File: config.mk
export PLATFORM = sky130hd
export DESIGN_NAME = elevator_request_sequencer_flat
export DESIGN_NICKNAME = d
export VERILOG_FILES = /design/src/rtl/elevator_request_sequencer_if.sv /design/src/rtl/elevator_request_sequencer.sv /design/src/flat_wrapper.sv
export SDC_FILE = /design/constraint.sdc
export NUM_CORES = 1
export LEC_CHECK = 0
export ABC_AREA = 1
export BUFFER_PORTS_ARGS = -buffer_cell sky130_fd_sc_hd__buf_2
export CORE_AREA = 2 2 116 147
export DETAILED_ROUTE_END_ITERATION = 8
export DIE_AREA = 0 0 118 149
export GPL_TIMING_DRIVEN = 1
export HOLD_SLACK_MARGIN = 0.15
export PLACE_DENSITY = 0.68
export RECOVER_POWER = 100
export SKIP_LAST_GASP = 1
export SLEW_MARGIN = 40
export SYNTH_ARGS = -nofsm -noshare
export SYNTH_HDL_FRONTEND = slang
export SYNTH_SLANG_ARGS = --single-unit
export TNS_END_PERCENT = 50
File: constraint.sdc
create_clock -name CLK -period 3.6 [get_ports CLK]
set_input_delay 0.18 -clock CLK [delete_from_list [all_inputs] [get_ports CLK]]
set_output_delay 0.18 -clock CLK [all_outputs]
set_load 0.02 [all_outputs]
File: src/rtl/elevator_request_sequencer_if.sv
// Command link between the request sequencer and the elevator controller.
// The sequencer drives mode/request; the controller reports its run state
// and whether a LIST scan is still in progress.
interface elevator_request_sequencer_if;
    logic [1:0] mode;
    logic [3:0] request;
    logic       elevState;
    logic       listBusy;

    modport master (output mode, output request, input elevState, input listBusy);
    modport slave  (input mode, input request, output elevState, output listBusy);
endinterface

File: src/rtl/elevator_request_sequencer.sv
// Front end for the elevator controller: debounces the floor call/cancel
// buttons and the GO/LIST buttons, latches each press as a pending event,
// and feeds the events one at a time into the controller's mode/request
// command port whenever the controller is able to accept them.
module elevator_request_sequencer #(
    parameter int FLOORS = 15,
    parameter int DEB    = 2
) (
    input  logic                          CLK,
    input  logic                          RST,
    input  logic [FLOORS-1:0]             callBtn,
    input  logic [FLOORS-1:0]             cancelBtn,
    input  logic                          goBtn,
    input  logic                          listBtn,
    elevator_request_sequencer_if.master  ctrl,
    output logic [FLOORS-1:0]             pendCall,
    output logic [FLOORS-1:0]             pendCancel,
    output logic                          seqBusy
);

    localparam logic [1:0] MODE_ADD  = 2'b00;
    localparam logic [1:0] MODE_LIST = 2'b01;
    localparam logic [1:0] MODE_DEL  = 2'b10;
    localparam logic [1:0] MODE_RUN  = 2'b11;

    // All buttons share one debounce array: calls, cancels, go, list.
    localparam int         NB      = 2 * FLOORS + 2;
    localparam logic [2:0] DEB_MAX = 3'(DEB);
    localparam logic [2:0] DEB_PRE = 3'(DEB - 1);

    typedef enum logic [1:0] {IDLE, ISSUE, LIST, RUN} state_t;

    state_t            state, stateNext;
    logic [NB-1:0]     btnRaw, btnEv;
    logic [2:0]        debCnt [NB];
    logic [FLOORS-1:0] callEv, cancelEv;
    logic              goEv, listEv;
    logic              goFlag, listFlag;
    logic [1:0]        modeNext;
    logic [3:0]        reqNext;
    logic [FLOORS-1:0] clrCall, clrCancel;
    logic              clrGo, clrList;

    // Floor code (1-based) of the lowest set bit, 0 when nothing is set.
    function automatic logic [3:0] lowest_code(input logic [FLOORS-1:0] v);
        lowest_code = 4'd0;
        for (int i = FLOORS - 1; i >= 0; i--)
            if (v[i]) lowest_code = 4'(i + 1);
    endfunction

    // One-hot mask of the lowest set bit, all zero when nothing is set.
    function automatic logic [FLOORS-1:0] lowest_mask(input logic [FLOORS-1:0] v);
        lowest_mask = '0;
        for (int i = FLOORS - 1; i >= 0; i--)
            if (v[i]) begin
                lowest_mask    = '0;
                lowest_mask[i] = 1'b1;
            end
    endfunction

    assign btnRaw   = {listBtn, goBtn, cancelBtn, callBtn};
    assign callEv   = btnEv[FLOORS-1:0];
    assign cancelEv = btnEv[2*FLOORS-1:FLOORS];
    assign goEv     = btnEv[2*FLOORS];
    assign listEv   = btnEv[2*FLOORS+1];

    // A press fires on the edge where its counter climbs from DEB-1 to DEB.
    always_comb begin
        btnEv = '0;
        for (int i = 0; i < NB; i++)
            btnEv[i] = btnRaw[i] && (debCnt[i] == DEB_PRE);
    end

    // Saturating debounce counters; a low sample restarts the count.
    always_ff @(posedge CLK) begin
        for (int i = 0; i < NB; i++) begin
            if (RST || !btnRaw[i])
                debCnt[i] <= 3'd0;
            else if (debCnt[i] != DEB_MAX)
                debCnt[i] <= debCnt[i] + 3'd1;
        end
    end

    // Command selection and FSM next state; outputs default to NOP.
    always_comb begin
        stateNext = state;
        modeNext  = MODE_ADD;
        reqNext   = 4'd0;
        clrCall   = '0;
        clrCancel = '0;
        clrGo     = 1'b0;
        clrList   = 1'b0;
        case (state)
            IDLE: begin
                if (!ctrl.elevState) begin
                    if (|pendCancel) begin
                        modeNext  = MODE_DEL;
                        reqNext   = lowest_code(pendCancel);
                        clrCancel = lowest_mask(pendCancel);
                        stateNext = ISSUE;
                    end else if (|pendCall) begin
                        modeNext  = MODE_ADD;
                        reqNext   = lowest_code(pendCall);
                        clrCall   = lowest_mask(pendCall);
                        stateNext = ISSUE;
                    end else if (listFlag) begin
                        modeNext  = MODE_LIST;
                        clrList   = 1'b1;
                        stateNext = LIST;
                    end else if (goFlag) begin
                        modeNext  = MODE_RUN;
                        clrGo     = 1'b1;
                        stateNext = ISSUE;
                    end
                end
            end
            // The registered command has been shown for one cycle; a run
            // command hands over to RUN, anything else returns to IDLE.
            ISSUE: stateNext = (ctrl.mode == MODE_RUN) ? RUN : IDLE;
            LIST: begin
                if (ctrl.listBusy) modeNext  = MODE_LIST;
                else               stateNext = IDLE;
            end
            RUN: if (!ctrl.elevState) stateNext = IDLE;
            default: stateNext = IDLE;
        endcase
    end

    // State, registered command outputs and pending-event bookkeeping.
    // Fresh events are applied after the selection clear so a press landing
    // on the issuing edge is not lost; cancel always beats call.
    always_ff @(posedge CLK) begin
        if (RST) begin
            state        <= IDLE;
            ctrl.mode    <= MODE_ADD;
            ctrl.request <= 4'd0;
            pendCall     <= '0;
            pendCancel   <= '0;
            goFlag       <= 1'b0;
            listFlag     <= 1'b0;
        end else begin
            state        <= stateNext;
            ctrl.mode    <= modeNext;
            ctrl.request <= reqNext;
            pendCancel   <= (pendCancel & ~clrCancel) | cancelEv;
            pendCall     <= ((pendCall & ~clrCall) | callEv) & ~cancelEv;
            goFlag       <= (goFlag & ~clrGo) | goEv;
            listFlag     <= (listFlag & ~clrList) | listEv;
        end
    end

    assign seqBusy = (state != IDLE) || (|pendCall) || (|pendCancel) || goFlag || listFlag;

endmodule

File: src/flat_wrapper.sv
// flat-port wrapper written by rule: the top's interface ports become plain ports
module elevator_request_sequencer_flat 
#(
    parameter int FLOORS = 15,
    parameter int DEB    = 2
)
  (CLK, RST, callBtn, cancelBtn, goBtn, listBtn, pendCall, pendCancel, seqBusy, ctrl_mode, ctrl_request, ctrl_elevState, ctrl_listBusy);
  elevator_request_sequencer_if ctrl_i ();
  input  logic CLK;
  input  logic RST;
  input  logic [FLOORS-1:0] callBtn;
  input  logic [FLOORS-1:0] cancelBtn;
  input  logic goBtn;
  input  logic listBtn;
  output logic [FLOORS-1:0] pendCall;
  output logic [FLOORS-1:0] pendCancel;
  output logic seqBusy;
  output wire logic [$bits(ctrl_i.mode)-1:0] ctrl_mode;
  output wire logic [$bits(ctrl_i.request)-1:0] ctrl_request;
  input wire logic [$bits(ctrl_i.elevState)-1:0] ctrl_elevState;
  input wire logic [$bits(ctrl_i.listBusy)-1:0] ctrl_listBusy;
  assign ctrl_mode = ctrl_i.mode;
  assign ctrl_request = ctrl_i.request;
  assign ctrl_i.elevState = ctrl_elevState;
  assign ctrl_i.listBusy = ctrl_listBusy;
  elevator_request_sequencer #(.FLOORS(FLOORS), .DEB(DEB)) u_core (.CLK(CLK), .RST(RST), .callBtn(callBtn), .cancelBtn(cancelBtn), .goBtn(goBtn), .listBtn(listBtn), .ctrl(ctrl_i), .pendCall(pendCall), .pendCancel(pendCancel), .seqBusy(seqBusy));
endmodule
==> summary.md <==
| Metric | Value |
|---|---|
| Outcome | completed |
| Max-slew violations | 0 |
| Vias in the first global route | 5858 |
| Wire per inst | 13.0 um |
| CTS H-tree depth | 4 |
| Post-Syn Nets | 1019 |
| Via count | slightly below 6000 |
| Clock power share | between 40% and 50% |
| Gate power share | between 10% and 20% |
| Cell family with most CP delay | simple AND/OR/NAND/NOR gates |
| Largest net degree at the start of global routing | between 50 and 60 |
| Sw Ratio | about 27% |
| Most common cell on crit path | nor2_1 |
| Max-cap viol count | 0 |
| Fmax | 368 MHz |
| Fin crit share | around 75% |
| Total track usage | 19.4% |
| Die ar. | 17600 um2 |
| Max Fanout on Critical Path | 7 |
| Drt pass-1 iters | 5 |
| Root Driver | clkbuf_16 |
| Cell count after synthesis | 887 |
| Layout cells sized above 1 | 9.80% |
| Crit path kind | reg -> reg |
| Clk slew on worst S/H paths | 60 ps |
| Global route overflow | 0 |
| Syn Area/Cell | approximately 9 um2 |
| Seq pwr share | between 40% and 50% |
| DRC | 0 |
| IO Port Bufs | 72 |
| Worst skew pair latency | 430 ps |
| Post-DP HPWL | 12.1 mm |
| Worst slew margin | a little under three fifths |
| Hold Violations, Final | 0 |
| First-pass GRT wire length | 26.9 mm |
| Final Setup Violations | 0 |
| Antenna-violating nets left | 0 |
| Yosys warns | 0 |
| Crit path largest cell delay | 550 ps |
| Antenna violations before repair | 0 |
| DIE WIDTH | 118 um |
| Worst-Margin Slew | 636 ps |
| Post-CTS Setup Bufs | 0 |
| Overall power | ~4.5 mW |
| Die Span Y | between 100 and 150 um |
| Lkg Pwr | 4.11 nW |
| Crit. End Element | flip-flop |
| Vias/cell | 4.81 |
| Synthesized flop and latch total | 136 |
| Initial Util | 48.6% |
| # hold bufs at CTS | 35 |
| Startpoint types | flip-flop |
| Worst-path cell chain | nor2_1 > nand2_2 > nor2_1 > nand2_1 > clkinvlp_2 > nand2_4 > nor2_1 > nand2_1 > o21ai_0 > a21oi_1 > dlygate4sd3_1 |
| Post-synthesis cell area | 7950 um2 |
| Seq/Total Area, Yosys | between 40% and 50% |
| Post-CTS Resized | 0 |
| Hold WC Path Type | in -> reg |
| # rows | 53 |
| WP data arrival | between 3000 and 4000 ps |
| Critical path required time | 3920 ps |
| Sw Pwr | 1.22 mW |
| Clock Sinks | 136 |
| Max clock buf depth | 2 |
| Minimum clock period | 2720 ps |
| ANT cells | 0 |
| Leading register cell type out of synthesis | edfxtp_1 |
| Slowest cell on crit path | dlygate4sd3_1 |
| RSZ-0062 raised after global routing | no |
| Peak supply drop | 0.320 mV |
| Area of the core | 16400 um2 |
| Internal power | 3.30 mW |
| Setup TNS | 0 ps |
| Number of flops mapped to enable cells by yosys | 96 |
| WL final | around 16 mm |
| Layout area overhead | 19.1% |
| Number of CTS-inserted buffers | 17 |
| 1st-iter DRT viols | 241 |
| Ys async rst share | 0% |
| GPL Wtd Cong | 0.812 |
| Clock Skews | 7.32 ps |
| Power Density | around 480 nW/um2 |
| CTS tree | yes |
| Distinct cells, synth | 35 |
| IO Count | 73 |
| WP buf/inv | 2 |
| # nets final | 1139 |
## Yosys cell counts, drive strengths merged (3+ instances only)
library cell / count / area, um2
nand2: 138 / 558
ha: 96 / 1200
nand3: 70 / 373
a21oi: 38 / 190
nor3: 4 / 25.0
clkbuf: 7 / 26.3
inv: 161 / 604
o21ai: 18 / 90.1
nor2: 166 / 758
a32oi: 3 / 26.3
xnor2: 32 / 280
o31ai: 5 / 37.5
dfxtp: 40 / 801
edfxtp: 96 / 2880
## metal layers
metal  wire length [um]  GRT usage (%)
met5                  0              0
met2               7890           33.9
met3                792           5.77
met1               6960           22.0
met4                482           8.31
## power by group through the flow
stage / clock network, mW / logic [mW] / registers [mW]
4_1_cts: 1.96 / 0.759 / 1.89
3_3_place_gp: 0 / 0.715 / 1.92
3_5_place_dp: 0 / 0.722 / 1.93
5_1_grt: 2.01 / 0.810 / 1.91
2_1_floorplan: 0 / 0.507 / 1.94
6_report: 1.92 / 0.705 / 1.89
## flip-flops by register name (all words and copies together), names as in the netlist
| signal | flops |
|---|---|
| u_core.listFlag | 1 |
| u_core.pendCancel | 15 |
| u_core.ctrl.mode | 2 |
| u_core.goFlag | 1 |
| u_core.pendCall | 15 |
| u_core.state | 2 |
| u_core.ctrl.request | 4 |
| u_core.debCnt | 96 |
## cells in the final DEF (no fill, tap or decap), types with 32 or more instances in the layout
| master | count |
|---|---|
| edfxtp_1 | 96 |
| clkbuf_1 | 38 |
| a21oi_1 | 38 |
| nand3_1 | 67 |
| nor2_1 | 150 |
| inv_1 | 156 |
| nand2_1 | 131 |
| ha_1 | 96 |
| dfxtp_1 | 40 |
| dlygate4sd3_1 | 35 |
| buf_2 | 35 |
| xnor2_1 | 32 |
## stage by stage
stage	hold slack (ps)	setup slack (ps)	std cells	cell area (um2)	util (%)
global route	155	644	1240	9470	57.8
finish	163	883	1240	9470	57.8
floorplan	340	2090	887	7950	-
global placement	463	1970	1173	8570	52.3
detailed placement	458	1930	1173	8570	52.3
CTS	152	1380	1240	9570	58.5
## kinds of logic (layout without fill, tap and decap cells)
logic type / after synthesis / count (layout) / synth area share [%]
compound gates: 71 / 71 / 5.02
xor+xnor: 32 / 32 / 3.52
fa+ha+maj: 96 / 96 / 15.1
buf+inv: 169 / 302 / 7.99
flops: 136 / 136 / 46.3
simple gates: 383 / 383 / 22.0
## worst register-to-register path: cells and delay by family (launching register included)
| family | cells | cell delay (ps) |
|---|---|---|
| AOI/OAI and AO/OA | 2 | 270 |
| DFF | 1 | 340 |
| and+or+nand+nor | 7 | 1240 |
| buffers and inverters | 2 | 760 |
## final timing paths
kind	from	to	slack (ps)	cells after the start
worst max register to register	u_core.pendCancel[1]$_SDFF_PP0_	u_core.pendCall[4]$_SDFF_PP0_	880	11
worst max-delay path	u_core.pendCancel[1]$_SDFF_PP0_	u_core.pendCall[4]$_SDFF_PP0_	880	11
worst min register to register	u_core.listFlag$_SDFF_PP0_	u_core.listFlag$_SDFF_PP0_	500	2
worst min-delay path	ctrl_listBusy	u_core.ctrl.mode[0]$_SDFF_PP0_	160	4
## cell type report
type | instances | area [um2]
Fill cell | 1512 | 6910
Timing Repair Buffer | 108 | 672
Clock buffer | 20 | 457
Tap cell | 220 | 275
Sequential cell | 136 | 3680
Clock inverter | 12 | 198
Multi-Input combinational cell | 582 | 3570
Inverter | 162 | 609
(Power assumes the default switching activity.)
